===== src/rtl/core_ctrl_pkg.sv =====
// Shared definitions for the pipeline control block.
// Holds the sequencer state encoding, the register-address width and the
// default flush length and memory-timeout limit.
package core_ctrl_pkg;

  typedef enum logic [2:0] {
    ST_RUN     = 3'd0,
    ST_FLUSH   = 3'd1,
    ST_MEMWAIT = 3'd2,
    ST_HALT    = 3'd3
  } state_e;

  localparam int REG_AW           = 2;
  localparam int DEF_FLUSH_CYCLES = 2;
  localparam int DEF_MEM_TIMEOUT  = 16;

  localparam logic [7:0] STALL_MAX = 8'hFF;

endpackage


===== src/rtl/pipe_hazard_ctrl_hazard_detect.sv =====
// Combinational load-use detector.
// Ports:
//   ex_memread_i       - instruction in EX is a load
//   ex_rd_i            - destination register of the EX instruction
//   id_rs1_i, id_rs2_i - source registers of the ID instruction
//   id_use_rs1_i/_rs2_i - the ID instruction really reads that source
//   ld_use_o           - ID needs the load result that is not yet available
module hazard_detect
  import core_ctrl_pkg::*;
(
  input  logic              ex_memread_i,
  input  logic [REG_AW-1:0] ex_rd_i,
  input  logic [REG_AW-1:0] id_rs1_i,
  input  logic [REG_AW-1:0] id_rs2_i,
  input  logic              id_use_rs1_i,
  input  logic              id_use_rs2_i,
  output logic              ld_use_o
);

  assign ld_use_o = ex_memread_i &&
                    ((id_use_rs1_i && (id_rs1_i == ex_rd_i)) ||
                     (id_use_rs2_i && (id_rs2_i == ex_rd_i)));

endmodule


===== src/rtl/pipe_hazard_ctrl.sv =====
// Central stall/flush sequencer for the 8-bit pipelined core.
// Drives the enables of PC, IF/ID, ID/EX, EX/MEM, MEM/WB and the flushes of
// IF/ID and ID/EX, resolving memory wait, halt, taken branch and load-use.
// Ports:
//   CLK, RST_n                  - clock, asynchronous active-low reset
//   ID_Rs1/Rs2, ID_Use_Rs1/Rs2  - ID source operands
//   EX_MemRead, EX_Rd           - EX load indication and destination
//   EX_Br_Taken                 - taken branch resolved in EX
//   MEM_Req, MEM_Ack            - data-memory handshake
//   Halt_In, Resume             - HALT reached WB / leave HALT pulse
//   *_En, *_Flush               - pipeline register controls (Mealy)
//   Stall_Cnt                   - saturating count of PC-hold cycles
//   Mem_Err                     - sticky memory-timeout flag
//   State                       - current sequencer state
module pipe_hazard_ctrl
  import core_ctrl_pkg::*;
#(
  parameter int FLUSH_CYCLES = DEF_FLUSH_CYCLES,
  parameter int MEM_TIMEOUT  = DEF_MEM_TIMEOUT
) (
  input  logic              CLK,
  input  logic              RST_n,
  input  logic [REG_AW-1:0] ID_Rs1,
  input  logic [REG_AW-1:0] ID_Rs2,
  input  logic              ID_Use_Rs1,
  input  logic              ID_Use_Rs2,
  input  logic              EX_MemRead,
  input  logic [REG_AW-1:0] EX_Rd,
  input  logic              EX_Br_Taken,
  input  logic              MEM_Req,
  input  logic              MEM_Ack,
  input  logic              Halt_In,
  input  logic              Resume,
  output logic              PC_En,
  output logic              IFID_En,
  output logic              IDEX_En,
  output logic              EXMEM_En,
  output logic              MEMWB_En,
  output logic              IFID_Flush,
  output logic              IDEX_Flush,
  output logic [7:0]        Stall_Cnt,
  output logic              Mem_Err,
  output logic [2:0]        State
);

  state_e      state_q, state_d;
  logic [2:0]  flush_cnt_q, flush_cnt_d;
  logic [7:0]  wait_cnt_q, wait_cnt_d;
  logic        mem_err_q, mem_err_d;
  logic [7:0]  stall_cnt_q, stall_cnt_d;

  logic ld_use;
  logic mem_stall;
  logic pc_en_c, ifid_en_c, idex_en_c, exmem_en_c, memwb_en_c;
  logic ifid_fl_c, idex_fl_c;

  hazard_detect u_hazard_detect (
    .ex_memread_i (EX_MemRead),
    .ex_rd_i      (EX_Rd),
    .id_rs1_i     (ID_Rs1),
    .id_rs2_i     (ID_Rs2),
    .id_use_rs1_i (ID_Use_Rs1),
    .id_use_rs2_i (ID_Use_Rs2),
    .ld_use_o     (ld_use)
  );

  // An access acknowledged in the same cycle it is requested is no stall.
  assign mem_stall = MEM_Req && !MEM_Ack;

  always_comb begin
    state_d     = state_q;
    flush_cnt_d = flush_cnt_q;
    wait_cnt_d  = wait_cnt_q;
    mem_err_d   = mem_err_q;
    pc_en_c     = 1'b1;
    ifid_en_c   = 1'b1;
    idex_en_c   = 1'b1;
    exmem_en_c  = 1'b1;
    memwb_en_c  = 1'b1;
    ifid_fl_c   = 1'b0;
    idex_fl_c   = 1'b0;

    unique case (state_q)
      ST_RUN: begin
        if (mem_stall) begin
          {pc_en_c, ifid_en_c, idex_en_c, exmem_en_c, memwb_en_c} = '0;
          state_d    = ST_MEMWAIT;
          wait_cnt_d = 8'd1;
        end else if (Halt_In) begin
          {pc_en_c, ifid_en_c, idex_en_c, exmem_en_c, memwb_en_c} = '0;
          state_d = ST_HALT;
        end else if (EX_Br_Taken) begin
          ifid_fl_c = 1'b1;
          idex_fl_c = 1'b1;
          if (FLUSH_CYCLES > 1) begin
            state_d     = ST_FLUSH;
            flush_cnt_d = 3'(FLUSH_CYCLES - 1);
          end
        end else if (ld_use) begin
          // One bubble: hold PC and IF/ID, clear ID/EX.
          pc_en_c   = 1'b0;
          ifid_en_c = 1'b0;
          idex_fl_c = 1'b1;
        end
      end

      ST_FLUSH: begin
        if (mem_stall) begin
          // Remaining flush count is dropped; ID/EX already holds bubbles.
          {pc_en_c, ifid_en_c, idex_en_c, exmem_en_c, memwb_en_c} = '0;
          state_d     = ST_MEMWAIT;
          wait_cnt_d  = 8'd1;
          flush_cnt_d = 3'd0;
        end else begin
          ifid_fl_c = 1'b1;
          idex_fl_c = 1'b1;
          if (flush_cnt_q <= 3'd1) begin
            flush_cnt_d = 3'd0;
            state_d     = ST_RUN;
          end else begin
            flush_cnt_d = flush_cnt_q - 3'd1;
          end
        end
      end

      ST_MEMWAIT: begin
        if (MEM_Ack) begin
          state_d    = ST_RUN;
          wait_cnt_d = 8'd0;
        end else begin
          {pc_en_c, ifid_en_c, idex_en_c, exmem_en_c, memwb_en_c} = '0;
          // The stall cycle spent in RUN already counted as wait cycle 1.
          if ((int'(wait_cnt_q) + 1) >= MEM_TIMEOUT) begin
            mem_err_d  = 1'b1;
            state_d    = ST_HALT;
            wait_cnt_d = 8'd0;
          end else begin
            wait_cnt_d = wait_cnt_q + 8'd1;
          end
        end
      end

      ST_HALT: begin
        {pc_en_c, ifid_en_c, idex_en_c, exmem_en_c, memwb_en_c} = '0;
        if (Resume && !mem_err_q) state_d = ST_RUN;
      end

      default: state_d = ST_RUN;
    endcase

    stall_cnt_d = stall_cnt_q;
    if (!pc_en_c && (stall_cnt_q != STALL_MAX)) stall_cnt_d = stall_cnt_q + 8'd1;
  end

  always_ff @(posedge CLK or negedge RST_n) begin
    if (!RST_n) begin
      state_q     <= ST_RUN;
      flush_cnt_q <= 3'd0;
      wait_cnt_q  <= 8'd0;
      mem_err_q   <= 1'b0;
      stall_cnt_q <= 8'd0;
    end else begin
      state_q     <= state_d;
      flush_cnt_q <= flush_cnt_d;
      wait_cnt_q  <= wait_cnt_d;
      mem_err_q   <= mem_err_d;
      stall_cnt_q <= stall_cnt_d;
    end
  end

  // Controls are held inactive for as long as reset is asserted.
  assign PC_En      = RST_n & pc_en_c;
  assign IFID_En    = RST_n & ifid_en_c;
  assign IDEX_En    = RST_n & idex_en_c;
  assign EXMEM_En   = RST_n & exmem_en_c;
  assign MEMWB_En   = RST_n & memwb_en_c;
  assign IFID_Flush = RST_n & ifid_fl_c;
  assign IDEX_Flush = RST_n & idex_fl_c;
  assign Stall_Cnt  = stall_cnt_q;
  assign Mem_Err    = mem_err_q;
  assign State      = state_q;

endmodule


===== config.mk =====
export PLATFORM = sky130hd
export DESIGN_NAME = pipe_hazard_ctrl
export DESIGN_NICKNAME = d
export VERILOG_FILES = /design/src/rtl/core_ctrl_pkg.sv /design/src/rtl/pipe_hazard_ctrl_hazard_detect.sv /design/src/rtl/pipe_hazard_ctrl.sv
export SDC_FILE = /design/constraint.sdc
export NUM_CORES = 1
export LEC_CHECK = 0
export ABC_AREA = 1
export BUFFER_PORTS_ARGS = -buffer_cell sky130_fd_sc_hd__buf_2
export CORE_UTILIZATION = 53
export DETAILED_ROUTE_END_ITERATION = 8
export PLACE_DENSITY = 0.77
export SYNTH_ARGS = -nofsm -noshare
export SYNTH_HDL_FRONTEND = slang
export SYNTH_SLANG_ARGS = --single-unit

===== constraint.sdc =====
create_clock -name CLK -period 1.8 [get_ports CLK]
set_input_delay 0.27 -clock CLK [delete_from_list [all_inputs] [get_ports CLK]]
set_output_delay 0.27 -clock CLK [all_outputs]
set_load 0.02 [all_outputs]

# == Yosys cells after proc, flatten, opt, wreduce, memory -nomap -nowiden ==
# Index checks and enable logic that the tools add are counted.
# W data, S select, Z words.
# totals
reg_bits,23
inputBits,16
output_inout_bits,19
word_cells,85
# classes
add_sub_neg,4
order_cmp,2
n_eq_ne,14
muxes,37
n_bitwise,5
n_reduce_logical,18
# ops
operator,count
$mux W3,12
$mux W8,3
$add A8 B1 Y8 const B,2
$pmux W8 S2,1
$mux W1,15
$pmux W3 S4,1
$add A8 B1 Y9 const B,1
$ge A9 B5 Y1 const B,1
$ne A2 B2 Y1 const B,4
$ne A8 B8 Y1 const B,1
$pmux W1 S4,2
$reduce_and A4 Y1,2
$eq A3 B2 Y1 const B,2
$logic_and A1 B1 Y1,6
$ne A3 B3 Y1 const B,2
$pmux W3 S2,1
$and A1 B1 Y1,4
$eq A2 B2 Y1,2
$ne A4 B4 Y1 const B,1
$pmux W1 S2,2
$reduce_bool A2 Y1,2
$eq A3 B1 Y1 const B,1
$le A3 B1 Y1 const B,1
$logic_not A1 Y1,3
other kinds (8),8

# == Depth between registers and ports, before layout ==
# depth
depth_word,11
depth_mapped,11
mapped_depth_nobuf,11

# == Cells and area by module ==
# Synthesis repeated with hierarchy kept, for this count alone.
# unflattened
hier_cells,197
hier_area_um2,1485.2
# by_module_without_submodules
module,instances,cells_each,area_each_um2
pipe_hazard_ctrl,1,177,1396.3
hazard_detect,1,20,88.8

# == Worst setup path after synthesis ==
# Ideal clock, no wire load.
# synth_path
path_type,flip-flop to output port
from,register state_q[1] (netlist: State[1])
to,output PC_En
t_arrival_ns,1.693
required_time_ns,1.530
path_slack_ns,-0.163
path_stages_with_launch,8
cell_sequence,dfrtp_1 nor2_1 nand2_2 nor2_4 nand2_2 and3_4 a21oi_1 buf_4
# synth_between
elab_chain_len,3
# synth_rtl
item,line,text
from (decl),pipe_hazard_ctrl.sv:46,"state_e state_q, state_d;"
from (signal assigned),pipe_hazard_ctrl.sv:163,state_q <= state_d;
$eq A3 B2 Y1 (tied with other cells),n/a,
$pmux W1 S4 (*),n/a,
$and A1 B1 Y1 (*),n/a,
to (decl),pipe_hazard_ctrl.sv:34,"output logic PC_En,"
# Mark *: on every way between the ends. The rest lies on a longest branch, timed or not.

# == Final worst setup path ==
# layout_path
from,register state_q[1] (netlist: State[1])
to,output PC_En
# layout_between
elab_chain_len,3
# layout_rtl
item,line,text
$eq A3 B2 Y1 (tied with other cells),pipe_hazard_ctrl.sv:83,unique case (state_q)
$pmux W1 S4 (*),pipe_hazard_ctrl.sv:83,
$and A1 B1 Y1 (*),pipe_hazard_ctrl.sv:172,assign PC_En = RST_n & pc_en_c;
# Marked as above.

==> results.cfg <==
[clocking]
numCtsBuffers = 3
clockRootBuffer = clkbuf_4
clk_path_buf_depth = 2
htreeDepth = 1
worstSkewPairLatency_ps = 290
cts_sinks = 22
cts_tree = yes
clk_pin_slew_ps = 110

[sta]
report.final.hold_viol_count = 0
whs_ps = 294.8
fin_ws_ps = -74.57
max_clock_freq_mhz = 533.5
min_period_ps = 1875
fin_skew_ps = 1.962
period_share_pct = 104.1
finalSetupViolations = 5
grt_setup_unrepaired = yes
slew_viol_final = 0

[floorplan]
die_area_um2 = 3040
die_y_um = 55.14
initial_core_util_pct = 58.28
chipWidth_um = 55.14
core.rowCount = 18
core_region_area_um2 = 2567
io_pins = 35

[routing]
finalWirelength_um = 2992
via_per_inst = 5.111
drtAntennaViolNets = 0
drtIter0Drc = 26
wl_per_cell_um = 11.46
dr_total_vias = 1334
dr.pass1.iters = 4
drcViolationCount = 0

[logic_synthesis]
synth.top_cells.by_area = dfrtp_1, nand2_1, inv_1
syn_avg_cell_area_um2 = 7.714
synth_nets = 215
yosys_warnings = 0
yosys.area.top_type = dfrtp_1
synthDistinctLibCells = 31
synthCells = 194
ys_seq_area_share_pct = 36.79
synth.top_cell.area_share_pct = 36.79
netlist_area_um2 = 1496
ys_ff_latch = 22

[grt]
first_global_vias = 1191
grt_pass1_wl_um = 4747
met1_usage_pct = 26.17
use_met3_pct = 3.279
grt_busiest_layer = met2
overflow = 0
met2_usage_pct = 39.36
antenna_found_initial = 0
grt_usage_pct = 21.68
grt_max_degree = 20

[placed_design]
place.gp.congestion = 0.8002
dp_slack_ps = 173.2
port_buffers = 33
postPlaceCellArea_um2 = 1667
post-dp-hpwl_um = 2345

[critical_path]
ff2ff_setup_slack_ps = 170
end_kind = output port
crit_fanout = 5
worstPathRequired_ps = 1530
cp_data_arrival_time_ps = 1600
setup.worst_path.start_class = register
worstSetupPathType = reg -> out

[power_and_ir_drop]
pwr-share-clk_pct = 9.0
p_leak_nw = 0.9030
switching_share_pct = 47.59
internal_power_mw = 1.253
pwr-share-comb_pct = 57.7
power_density_nw_per_um2 = 1347
vdd_drop_max_uv = 878.7
p_switching_mw = 1.138
power.total_mw = 2.391
seqPwrFrac_pct = 33.3

[outcome]
violations = setup timing
status = complete, but fails checks

[finish]
fin_util_pct = 69.15
antenna_cells = 0
finalNetCount = 254
stdcell_area_um2 = 1775
area_growth_pct = 18.65
drive_gt1_share_pct = 30.30

[job]
cap_violations = 0

[min_path]
hp-class = in -> reg
flip-flops by register name, indices dropped and copies added (netlist names):
register	count
flush_cnt_q	3
wait_cnt_q	8
Stall_Cnt	8
Mem_Err	1
State	2
critical path, cell delays in order (launching register included):
cell     delay [ps]
dfrtp_2         460
nor2_2          130
nand2_2          80
nor2_4          110
nand2_2          60
and3_4          170
a21oi_4         130
buf_4           160
cell usage in the layout, fill, tap and decap left out, types with 2 or more instances in the layout:
cell           instances
nand2_1               42
inv_1                 28
buf_2                 26
dfrtp_1               20
nor2_1                18
nand3_1               14
o21ai_2                9
buf_4                  9
xnor2_1                7
nand2_2                6
o21ai_0                5
xor2_1                 5
ha_1                   5
nand4_1                4
nor2_2                 3
inv_2                  3
clkbuf_4               3
dfrtp_2                2
nor3_1                 2
a21oi_1                2
dlygate4sd3_1          2
buf_6                  2
synth_stat cells:
cell type	instances
nand2_1	43
inv_1	29
dfrtp_1	22
nor2_1	19
nand3_1	14
o21ai_2	8
xnor2_1	7
o21ai_0	6
ha_1	5
nand2_2	5
xor2_1	5
buf_4	4
nand4_1	4
a21oi_1	3
inv_2	2
nor2_2	2
nor3_1	2
a211oi_1	1
a22oi_1	1
a31oi_1	1
a41oi_1	1
and3_4	1
buf_12	1
conb_1	1
nand2_4	1
nand3_4	1
nor2_4	1
nor3_2	1
o21a_1	1
o21ai_1	1
o21bai_1	1
what timing repair did:
item / CTS / global route
hold buffers: 2 / 0
buffers inserted: 3 / 0
cloned: 0 / 0
endpoints found under the setup margin: 6 / 7
resized for setup: 9 / 8
endpoints found under the hold margin: 3 / 0
pin swaps: 2 / 0
power by group through the flow:
| stage | combinational [mW] | clock (mW) | sequential (mW) |
|---|---|---|---|
| global placement | 1.22 | 0 | 0.788 |
| detailed placement | 1.26 | 0 | 0.802 |
| global route | 1.53 | 0.249 | 0.819 |
| floorplan | 0.974 | 0 | 0.862 |
| CTS | 1.36 | 0.228 | 0.792 |
| finish | 1.38 | 0.216 | 0.795 |
final timing paths:
kind | cells past startpoint | to | startpoint
max | 7 | PC_En | State[1]
min | 4 | wait_cnt_q[0] | MEM_Ack
max reg2reg | 10 | State[0] | wait_cnt_q[0]
min reg2reg | 2 | Mem_Err | Mem_Err
max in group asynchronous | 3 | flush_cnt_q[1] | RST_n
min in group asynchronous | 3 | wait_cnt_q[4] | RST_n
through the flow:
stage / instances / setup TNS [ps]
global placement: 253 / 0
floorplan: 194 / 0
finish: 261 / -335.2
CTS: 261 / -370.3
detailed placement: 253 / 0
global route: 261 / -862.4
area by class of cell:
cell class              instances  area (um2)
multi-input cells             136       805.8
fillers                       220       792.0
flip-flops and latches         22       553.0
repair buffers                 39       240.2
inverters                      31       116.4
well taps                      30       37.54
clock buffers                   3       22.52
routing by layer:
layer	up-vias	share of wire [%]
met3	2	3.3
li1	683	-
met5	-	0
met4	0	0.43
met2	26	52
met1	623	44
logic make-up after synthesis:
group                    count (synthesis)  share of synthesized area, %
AO/OA/AOI/OAI                           24                         11.04
other                                    1                        0.2506
XOR/XNOR                                12                         7.023
adder cells (fa/ha/maj)                  5                         4.181
flip-flops                              22                         36.79
buffers and inverters                   36                         11.12
AND/OR/NAND/NOR                         94                         29.60
No activity file was read; power rests on OpenSTA's default activity.
